## src/rtl/fifo_wr_rr_arbiter_if.sv

```systemverilog
// Write-port sharing bus: requester streams toward the arbiter,
// FIFO write pins and grant status away from it.
interface fifo_wr_rr_arbiter_if #(
   parameter int NUM_REQ    = 4,
   parameter int DATA_WIDTH = 8
);
   localparam int ID_W = $clog2(NUM_REQ);

   logic [NUM_REQ-1:0]            req_valid;
   logic [NUM_REQ*DATA_WIDTH-1:0] req_data;
   logic [NUM_REQ-1:0]            req_ready;
   logic                          fifo_full;
   logic                          fifo_w_en;
   logic [DATA_WIDTH-1:0]         fifo_data_in;
   logic                          grant_valid;
   logic [ID_W-1:0]               grant_id;

   modport master (
      input  req_valid, req_data, fifo_full,
      output req_ready, fifo_w_en, fifo_data_in,
      output grant_valid, grant_id
   );

   modport slave (
      output req_valid, req_data, fifo_full,
      input  req_ready, fifo_w_en, fifo_data_in,
      input  grant_valid, grant_id
   );
endinterface

```

## src/rtl/fifo_wr_rr_arbiter.sv

```systemverilog
// Round-robin arbiter sharing one FIFO write port among NUM_REQ
// valid/ready requesters, with bounded bursts and full-flag stalls.
module fifo_wr_rr_arbiter #(
   parameter int NUM_REQ    = 4,
   parameter int DATA_WIDTH = 8,
   parameter int MAX_BURST  = 4
) (
   input  logic                 clk,
   input  logic                 rst_n,
   fifo_wr_rr_arbiter_if.master bus
);
   localparam int ID_W  = $clog2(NUM_REQ);
   localparam int CNT_W = $clog2(MAX_BURST + 1);
   localparam int SW    = ID_W + 1;
   localparam logic [ID_W-1:0] LAST_ID = ID_W'(NUM_REQ - 1);

   typedef enum logic {IDLE = 1'b0, GRANT = 1'b1} state_e;

   state_e                state_q, state_d;
   logic [ID_W-1:0]       owner_q, owner_d;
   logic [ID_W-1:0]       rr_ptr_q, rr_ptr_d;
   logic [CNT_W-1:0]      beat_cnt_q, beat_cnt_d;
   logic [ID_W-1:0]       start, pick;
   logic [NUM_REQ-1:0]    mask, rot, ready;
   logic [2*NUM_REQ-1:0]  dbl;
   logic [SW-1:0]         sum;
   logic [DATA_WIDTH-1:0] data;
   logic                  in_grant, own_valid, xfer;
   logic                  last_beat, rel, found;

   function automatic logic [ID_W-1:0] wrap_inc(
      input logic [ID_W-1:0] x
   );
      return (x == LAST_ID) ? '0 : x + 1'b1;
   endfunction

   always_comb begin
      own_valid = 1'b0;
      data      = '0;
      for (int i = 0; i < NUM_REQ; i++) begin
         if (owner_q == ID_W'(i)) begin
            own_valid = bus.req_valid[i];
            data      = bus.req_data[i*DATA_WIDTH +: DATA_WIDTH];
         end
      end
   end

   always_comb begin
      in_grant = (state_q == GRANT);
      ready    = '0;
      if (in_grant && !bus.fifo_full) ready[owner_q] = 1'b1;
      xfer      = in_grant && own_valid && !bus.fifo_full;
      last_beat = xfer && (beat_cnt_q == CNT_W'(MAX_BURST - 1));
      rel       = in_grant && (last_beat || !own_valid);
      start     = in_grant ? wrap_inc(owner_q) : wrap_inc(rr_ptr_q);
      // an exhausted owner may be re-picked, but only as the last choice
      mask = bus.req_valid;
      if (in_grant && !last_beat) mask[owner_q] = 1'b0;
   end

   always_comb begin
      dbl   = {mask, mask} >> start;
      rot   = dbl[NUM_REQ-1:0];
      found = |rot;
      sum   = '0;
      for (int k = NUM_REQ - 1; k >= 0; k--) begin
         if (rot[k]) sum = {1'b0, start} + SW'(k);
      end
      if (sum >= SW'(NUM_REQ)) sum = sum - SW'(NUM_REQ);
      pick = sum[ID_W-1:0];
   end

   always_comb begin
      state_d    = state_q;
      owner_d    = owner_q;
      beat_cnt_d = beat_cnt_q;
      rr_ptr_d   = rr_ptr_q;
      if (!in_grant) begin
         if (found) begin
            state_d    = GRANT;
            owner_d    = pick;
            beat_cnt_d = '0;
         end
      end else if (rel) begin
         rr_ptr_d   = owner_q;
         beat_cnt_d = '0;
         if (found) owner_d = pick;
         else       state_d = IDLE;
      end else if (xfer) begin
         beat_cnt_d = beat_cnt_q + 1'b1;
      end
   end

   always_ff @(posedge clk or negedge rst_n) begin
      if (!rst_n) begin
         state_q    <= IDLE;
         owner_q    <= '0;
         beat_cnt_q <= '0;
         rr_ptr_q   <= LAST_ID;
      end else begin
         state_q    <= state_d;
         owner_q    <= owner_d;
         beat_cnt_q <= beat_cnt_d;
         rr_ptr_q   <= rr_ptr_d;
      end
   end

   assign bus.req_ready    = ready;
   assign bus.fifo_w_en    = xfer;
   assign bus.fifo_data_in = in_grant ? data : '0;
   assign bus.grant_valid  = in_grant;
   assign bus.grant_id     = in_grant ? owner_q : '0;
endmodule

```

## src/flat_wrapper.sv

```systemverilog
// flat-port wrapper written by rule: the top's interface ports become plain ports
module fifo_wr_rr_arbiter_flat 
#(
   parameter int NUM_REQ    = 4,
   parameter int DATA_WIDTH = 8,
   parameter int MAX_BURST  = 4
)
  (clk, rst_n, bus_req_valid, bus_req_data, bus_fifo_full, bus_req_ready, bus_fifo_w_en, bus_fifo_data_in, bus_grant_valid, bus_grant_id);
  fifo_wr_rr_arbiter_if #(.NUM_REQ(NUM_REQ), .DATA_WIDTH(DATA_WIDTH)) bus_i ();
  input  logic clk;
  input  logic rst_n;
  input wire logic [$bits(bus_i.req_valid)-1:0] bus_req_valid;
  input wire logic [$bits(bus_i.req_data)-1:0] bus_req_data;
  input wire logic [$bits(bus_i.fifo_full)-1:0] bus_fifo_full;
  output wire logic [$bits(bus_i.req_ready)-1:0] bus_req_ready;
  output wire logic [$bits(bus_i.fifo_w_en)-1:0] bus_fifo_w_en;
  output wire logic [$bits(bus_i.fifo_data_in)-1:0] bus_fifo_data_in;
  output wire logic [$bits(bus_i.grant_valid)-1:0] bus_grant_valid;
  output wire logic [$bits(bus_i.grant_id)-1:0] bus_grant_id;
  assign bus_i.req_valid = bus_req_valid;
  assign bus_i.req_data = bus_req_data;
  assign bus_i.fifo_full = bus_fifo_full;
  assign bus_req_ready = bus_i.req_ready;
  assign bus_fifo_w_en = bus_i.fifo_w_en;
  assign bus_fifo_data_in = bus_i.fifo_data_in;
  assign bus_grant_valid = bus_i.grant_valid;
  assign bus_grant_id = bus_i.grant_id;
  fifo_wr_rr_arbiter #(.NUM_REQ(NUM_REQ), .DATA_WIDTH(DATA_WIDTH), .MAX_BURST(MAX_BURST)) u_core (.clk(clk), .rst_n(rst_n), .bus(bus_i));
endmodule
```

## config.mk

```make
export PLATFORM = sky130hd
export DESIGN_NAME = fifo_wr_rr_arbiter_flat
export DESIGN_NICKNAME = d
export VERILOG_FILES = /design/src/rtl/fifo_wr_rr_arbiter_if.sv /design/src/rtl/fifo_wr_rr_arbiter.sv /design/src/flat_wrapper.sv
export SDC_FILE = /design/constraint.sdc
export NUM_CORES = 1
export LEC_CHECK = 0
export BUFFER_PORTS_ARGS = -buffer_cell sky130_fd_sc_hd__buf_2
export CAP_MARGIN = 20
export CORE_ASPECT_RATIO = 2
export CORE_MARGIN = 2
export CORE_UTILIZATION = 40
export DETAILED_ROUTE_END_ITERATION = 12
export PLACE_DENSITY = 0.7
export SLEW_MARGIN = 40
export SYNTH_ARGS = -nofsm -noshare
export SYNTH_HDL_FRONTEND = slang
export SYNTH_SLANG_ARGS = --single-unit
```

## constraint.sdc

```tcl
create_clock -name clk -period 3.39 [get_ports clk]
set_input_delay 0.1695 -clock clk [delete_from_list [all_inputs] [get_ports clk]]
set_output_delay 0.1695 -clock clk [all_outputs]
set_load 0.02 [all_outputs]
```

==> results.py, run 1 <==
metrics = {
    "drt": {
        "drt_pre_antenna_iters": 4,
        "ant_nets": 0,
        "drt-wirelength-per-cell_um": 13.8,
        "avgViaCountPerCell": 5.45,
        "drt_iter0_markers": 13,
        "via_count": 1347,
        "totalWireLength_um": 3400,
        "drc": 0,
    },
    "worst_hold_path": {
        "hp-class": "input port to async pin",
    },
    "grt": {
        "grtUsageMet3": 0.0242,
        "grt-busiest-layer": "met2",
        "gr-total-overflow": 0,
        "antenna_found_initial": 0,
        "met2_usage": 0.389,
        "grt_util_all_layers": 0.199,
        "grt_max_degree": 21,
        "grt_pass1_vias": 1264,
        "grt_first_pass_wirelength_um": 5480,
        "grtUsageMet1": 0.201,
    },
    "clock_network": {
        "path_clk_slew_ns": 0.05,
        "clk_path_buf_depth": 2,
        "cts_tree": "yes",
        "worstSkewPairLatency_ns": 0.23,
        "cts_max_level": 1,
        "cts_num_sinks": 8,
        "cts_made_buffers": 3,
        "cts_root_buf": "clkbuf_8",
    },
    "finish": {
        "multi_input_area_um2": 901,
        "nFillCells": 282,
        "antenna_cells": 0,
        "layout-drive-gt1-share": 0.364,
        "area_growth_pct": 27.0,
        "finalNetCount": 263,
        "fin_util": 0.525,
        "regArea_um2": 203,
    },
    "setup_path": {
        "path_depth": 9,
        "critical-path-top-delay-family": "compound AO/OA/AOI/OAI gates",
        "start_kind": "register",
        "path_class": "register to register",
        "crit_slowest_cell": "dfrtp_1",
        "slowest_delay_ns": 0.45,
        "end_kind": "register",
        "reg2regPathDepth": 9,
        "crit_chain": "ha_1 -> buf_4 -> a21oi_1 -> nand4_2 -> a21oi_2 -> o22ai_2 -> o31ai_4 -> nor3_2 -> a221o_1",
        "critical_path.max_fanout": 13,
        "worstPathArrival_ns": 2.78,
        "critPathRequiredTime_ns": 3.50,
        "path_buf_inv": 1,
    },
    "logic_synthesis": {
        "ys_warn_count": 0,
        "yosysTopAreaCell": "dfrtp_1",
        "ys_async_sr_fraction": 1.00,
        "synth-seq-area-share": 0.169,
        "syn_avg_cell_area_um2": 7.33,
        "synth_nets": 209,
        "synthTopCellsByArea": "dfrtp_1 12%, a21oi_1 7.9%, and2_1 7.3%, ha_1 6.2%, nand2_1 6.2%",
        "synth_edf_count": 0,
        "netlist.area_leader.share": 0.125,
        "ys_ff_latch": 8,
        "synth_ff_type": "dfrtp_1",
        "syn_inst": 164,
        "synthDistinctLibCells": 46,
        "synth_area_um2": 1200,
    },
    "pwr": {
        "ir_drop_v": 0.000630,
        "p_leak_uw": 0.000765,
        "powerDensity_nw_per_um2": 1180,
    },
    "floorplanning": {
        "die_width_um": 42.8,
        "start_util": 0.414,
        "boundaryPins": 55,
        "die-area_um2": 3490,
        "fp-row-count": 28,
        "core-area_um2": 2910,
        "chipHeight_um": 81.5,
    },
    "sta": {
        "drv_slew": 0,
        "setup_tns_ns": 0,
        "relSlewSlack": 0.635,
        "min_period_over_period": 0.787,
        "fin_skew_ns": 0.00518,
        "max_freq_mhz": 375,
        "tightest_slew_ns": 0.542,
        "rsz0062_at_grt": "no",
        "finalSetupViolations": 0,
        "timing.final.hold_violations": 0,
        "finalCriticalPeriod_ns": 2.67,
    },
    "placed_design": {
        "dp_hpwl_um": 2750,
        "io_buffers": 54,
        "place.gp.congestion": 0.891,
    },
    "job": {
        "maxCapViolCount": 0,
    },
    "status": {
        "outcome": "completed",
    },
}
report_power, final:
part           switching [uW]  internal, uW
clock                    39.0          81.6
sequential               49.1           151
combinational             887           598
total                     976           830
layer usage:
metal	vias to the layer above	share of wire
li1	683	-
met1	606	0.37
met2	54	0.54
met3	4	0.076
met4	0	0.013
met5	-	0
synth_stat cells (2+ instances only):
cell,instances
dfstp_2,2
mux2i_1,6
a21oi_1,19
nor2b_1,2
and3_1,2
inv_1,6
a211o_1,2
buf_4,2
dfrtp_1,6
nand2_1,20
nand3_1,4
and2_1,14
ha_1,6
o31ai_1,3
o21ai_0,13
buf_6,2
clkbuf_1,5
nor2_1,18
nor3b_1,2
a21oi_2,4
worst reg2reg max path: stages, from the launching register on:
cell and delay (ns):
dfrtp_1 0.45, ha_1 0.33, buf_4 0.21, a21oi_1 0.19, nand4_2 0.18, a21oi_2 0.24
o22ai_2 0.14, o31ai_4 0.42, nor3_2 0.09, a221o_1 0.30
registers in the layout, indices dropped and copies added (netlist names):
signal	count
u_core.bus.grant_valid	1
u_core.owner_q	2
u_core.beat_cnt_q	3
u_core.rr_ptr_q	2
logic make-up after synthesis:
| family | after synthesis | share of synthesized area |
|---|---|---|
| buffers and inverters | 17 | 0.0822 |
| muxes | 9 | 0.0874 |
| and+or+nand+nor | 74 | 0.322 |
| AOI/OAI and AO/OA | 49 | 0.271 |
| xor gates and xnor gates | 1 | 0.00729 |
| DFF | 8 | 0.169 |
| adders and majority gates | 6 | 0.0624 |
final cells by class:
cell class              instances  area share
well taps                      30      0.0246
multi-input cells             139       0.590
inverters                       6      0.0148
flip-flops and latches          8       0.133
clock buffers                   4      0.0295
repair buffers                 60       0.208
path summary, 6_finish.rpt:
path | start | end | slack [ns]
setup / recovery | u_core.owner_q[0]$_DFFE_PN0P_ | u_core.owner_q[0]$_DFFE_PN0P_ | 0.72
hold / removal | rst_n | u_core.bus.grant_valid$_DFF_PN0_ | 0.31
setup reg to reg | u_core.owner_q[0]$_DFFE_PN0P_ | u_core.owner_q[0]$_DFFE_PN0P_ | 0.72
hold reg to reg | u_core.beat_cnt_q[0]$_DFFE_PN0P_ | u_core.beat_cnt_q[0]$_DFFE_PN0P_ | 0.51
max in group asynchronous | rst_n | u_core.rr_ptr_q[0]$_DFFE_PN1P_ | 2.84
min in group clk | u_core.beat_cnt_q[0]$_DFFE_PN0P_ | u_core.beat_cnt_q[0]$_DFFE_PN0P_ | 0.51
per-stage QoR:
step	power [uW]	cells	instance area (um2)	hold slack (ns)	setup slack, ns
2_1_floorplan	1380	164	1200	-0.126	1.05
3_3_place_gp	1670	242	1470	0.0232	0.802
3_5_place_dp	1680	242	1470	0.0242	0.733
4_1_cts	1810	247	1530	0.311	0.731
5_1_grt	1980	247	1530	0.324	0.515
6_report	1810	247	1530	0.305	0.722
layout by cell type (no fill, tap or decap), types with 2 or more instances in the layout:
cell and instances:
nor3b_1 2, dfstp_2 2, mux2i_1 6, nor2b_1 2, a21oi_1 19, buf_4 5
ha_1 6, dfrtp_1 6, buf_2 54, inv_1 6, nand2_1 20, a211o_1 2
nand3_1 4, nor2_1 18, clkbuf_8 3, o31ai_1 3, and2_1 14, and3_1 2
o21ai_0 13, a21oi_2 4
repair_timing:
item | in CTS | in global routing
setup buffers | 0 | 0
endpoints found under the setup margin | 0 | 0
gates resized for setup | 0 | 0
hold buffers | 1 | 0
endpoints found under the hold margin | 6 | 0
Power figures use the tool's default switching activity.
==> inputs of run 2 (changes only) <==
--- a/config.mk
+++ b/config.mk
@@ -5,13 +5,14 @@
 export SDC_FILE = /design/constraint.sdc
 export NUM_CORES = 1
 export LEC_CHECK = 0
+export ABC_AREA = 1
 export BUFFER_PORTS_ARGS = -buffer_cell sky130_fd_sc_hd__buf_2
 export CAP_MARGIN = 20
 export CORE_ASPECT_RATIO = 2
 export CORE_MARGIN = 2
 export CORE_UTILIZATION = 40
 export DETAILED_ROUTE_END_ITERATION = 12
-export PLACE_DENSITY = 0.7
+export PLACE_DENSITY = 0.71
 export SLEW_MARGIN = 40
 export SYNTH_ARGS = -nofsm -noshare
 export SYNTH_HDL_FRONTEND = slang
==> constraint.sdc (replaced) <==
create_clock -name clk -period 2.7 [get_ports clk]
set_input_delay 0.135 -clock clk [delete_from_list [all_inputs] [get_ports clk]]
set_output_delay 0.135 -clock clk [all_outputs]
set_load 0.02 [all_outputs]
==> results.py, run 2 <==
metrics = {
    "status": {
        "outcome": "completed",
    },
    "sta": {
        "drv_slew": 0,
        "min_period_over_period": 0.858,
        "setup_tns_ns": 0,
        "rsz0062_at_grt": "no",
        "fin_ws_ns": 0.383,
        "max_freq_mhz": 432,
        "fin_skew_ns": 0.00217,
        "relSlewSlack": 0.801,
        "timing.final.hold_violations": 0,
        "finalSetupViolations": 0,
        "finalCriticalPeriod_ns": 2.32,
        "tightest_slew_ns": 0.297,
    },
    "logic_synthesis": {
        "synth_edf_count": 0,
        "synthTopCellsByArea": "dfrtp_1 13%, o21ai_0 12%, nand2_1 11%, a21oi_1 7.9%, nand3_2 7.0%",
        "ys_warn_count": 0,
        "synth_ff_type": "dfrtp_1",
        "synth_area_um2": 1140,
        "synth_nets": 224,
        "netlist.area_leader.share": 0.132,
        "synth_common_cells": "32 x nand2_1, 27 x o21ai_0, 18 x a21oi_1",
        "synth-seq-area-share": 0.178,
        "yosysTopAreaCell": "dfrtp_1",
        "ys_async_sr_fraction": 1.00,
        "synthDistinctLibCells": 25,
        "syn_avg_cell_area_um2": 6.37,
        "syn_inst": 179,
        "synth.most_common_cell": "nand2_1",
        "ys_ff_latch": 8,
    },
    "finish": {
        "top_register": "u_core.beat_cnt_q",
        "mostFrequentLayoutCell": "buf_2",
        "largest_registers": "u_core.beat_cnt_q x3, u_core.owner_q x2, u_core.rr_ptr_q x2",
        "final_area_um2": 1490,
        "layout-drive-gt1-share": 0.409,
        "largest_reg_flops": 3,
        "nFillCells": 312,
        "antenna_cells": 0,
        "layout_common_cells": "54 x buf_2, 32 x nand2_1, 27 x o21ai_0, 18 x a21oi_1, 17 x nor2_1",
        "finalNetCount": 281,
        "fin_util": 0.545,
        "area_growth_pct": 30.7,
    },
    "floorplanning": {
        "core-area_um2": 2740,
        "start_util": 0.417,
        "die-area_um2": 3320,
        "chipHeight_um": 79.5,
        "fp-row-count": 27,
        "boundaryPins": 55,
        "die_width_um": 41.7,
    },
    "drt": {
        "drt-wirelength-per-cell_um": 12.6,
        "drt_iter0_markers": 18,
        "avgViaCountPerCell": 5.23,
        "drt_pre_antenna_iters": 4,
        "drc": 0,
        "totalWireLength_um": 3320,
        "ant_nets": 0,
        "via_count": 1381,
    },
    "placed_design": {
        "dp_slack_ns": 0.377,
        "io_buffers": 54,
        "dp_hpwl_um": 2830,
        "postPlaceCellArea_um2": 1440,
        "place.gp.congestion": 0.858,
    },
    "grt": {
        "grt_first_pass_wirelength_um": 5400,
        "antenna_found_initial": 0,
        "gr-total-overflow": 0,
        "grt_pass1_vias": 1309,
        "grt_util_all_layers": 0.207,
        "grt_max_degree": 19,
    },
    "clock_network": {
        "cts_root_buf": "clkbuf_8",
        "cts_made_buffers": 3,
        "cts_num_sinks": 8,
        "cts_max_level": 1,
        "cts_tree": "yes",
        "cts-resized-gates": 0,
        "path_clk_slew_ns": 0.04,
        "worstSkewPairLatency_ns": 0.23,
        "clk_path_buf_depth": 2,
    },
    "pwr": {
        "swShare": 0.590,
        "powerDensity_nw_per_um2": 1500,
        "pwr-share-comb": 0.829,
        "power.share.clock": 0.065,
        "seq_power_share": 0.106,
        "cellInternalPower_uw": 920,
        "p_leak_uw": 0.000810,
        "p_switching_uw": 1320,
        "ir_drop_v": 0.000750,
    },
    "setup_path": {
        "end_kind": "register",
        "path_class": "register to register",
        "critPathRequiredTime_ns": 2.81,
        "start_kind": "register",
        "critical_path.max_fanout": 18,
        "worstPathArrival_ns": 2.42,
    },
    "job": {
        "maxCapViolCount": 0,
    },
    "worst_hold_path": {
        "hp-class": "input port to async pin",
    },
}
[run 2: changes by cell type in the layout (fill, tap and decap cells not counted), sizes merged, moves of 3 or more]
cell	delta
a21oi	-3
nand3	+18
mux2i	-7
o21ai	+19
and2	-14
inv	+16
nand2	+18
o31ai	-4
[run 2: area by class of cell]
cell class,count,area [um2],share of cell area
Multi-Input combinational cell,143,821,0.551
Tap cell,29,36.3,0.0243
Inverter,22,82.6,0.0554
Sequential cell,8,203,0.136
Clock buffer,4,45.0,0.0302
Timing Repair Buffer,58,303,0.203
[run 2: stage by stage]
step / power, uW / std cells / hold WS [ns]
3_5_place_dp: 2110 / 259 / -0.0182
3_3_place_gp: 2090 / 259 / -0.0171
4_1_cts: 2270 / 264 / 0.270
2_1_floorplan: 1660 / 179 / -0.161
6_report: 2240 / 264 / 0.285
5_1_grt: 2490 / 264 / 0.309
[run 2: final timing paths]
kind	from	to	slack [ns]	cells after the start
hold reg to reg	u_core.beat_cnt_q[1]$_DFFE_PN0P_	u_core.beat_cnt_q[1]$_DFFE_PN0P_	0.52	2
setup reg to reg	u_core.owner_q[0]$_DFFE_PN0P_	u_core.owner_q[1]$_DFFE_PN0P_	0.38	14
min in group clk	bus_req_valid[1]	u_core.bus.grant_valid$_DFF_PN0_	0.37	5
setup / recovery	u_core.owner_q[0]$_DFFE_PN0P_	u_core.owner_q[1]$_DFFE_PN0P_	0.38	14
max in group asynchronous	rst_n	u_core.rr_ptr_q[0]$_DFFE_PN1P_	2.18	2
hold / removal	rst_n	u_core.bus.grant_valid$_DFF_PN0_	0.29	2
[run 2: cell families (layout without fill, tap and decap cells)]
| family | Yosys count | in the layout | synth area share |
|---|---|---|---|
| xor+xnor | 2 | 2 | 0.0154 |
| fa+ha+maj | 6 | 6 | 0.0659 |
| simple gates | 83 | 83 | 0.387 |
| compound gates | 52 | 52 | 0.251 |
| flops | 8 | 8 | 0.178 |
| buf+inv | 28 | 84 | 0.102 |
[run 2: timing repair]
action	CTS	global route
endpoints found under the hold margin	8	0
hold buffers	1	0
setup buffers	0	0
[run 2: metal layers]
layer  vias to the layer above  track usage  routed length, um
met5                         -            0                  0
met4                         0       0.0903                 85
met3                         7       0.0430                220
met2                        53        0.438               1930
met1                       613        0.169               1080
li1                        708            -                  -
[run 2: power groups by stage]
stage	sequential [uW]	clock [uW]	combinational, uW
final	238	146	1860
after global placement	237	0	1860
after global routing	245	159	2080
after CTS	238	150	1880
after detailed placement	239	0	1870
after floorplan	225	0	1440
[run 2: worst max-delay path: stages (launching register included)]
cell and delay, ns:
dfrtp_1 0.44, inv_1 0.12, ha_1 0.27, inv_2 0.21, nand3_1 0.12, nand2_2 0.11, nand4_4 0.12, nand3_2 0.12
nand3_1 0.07, nand2_1 0.13, nor2_2 0.07, nand2_2 0.07, nand2_4 0.07, a21oi_1 0.18, a21oi_2 0.08
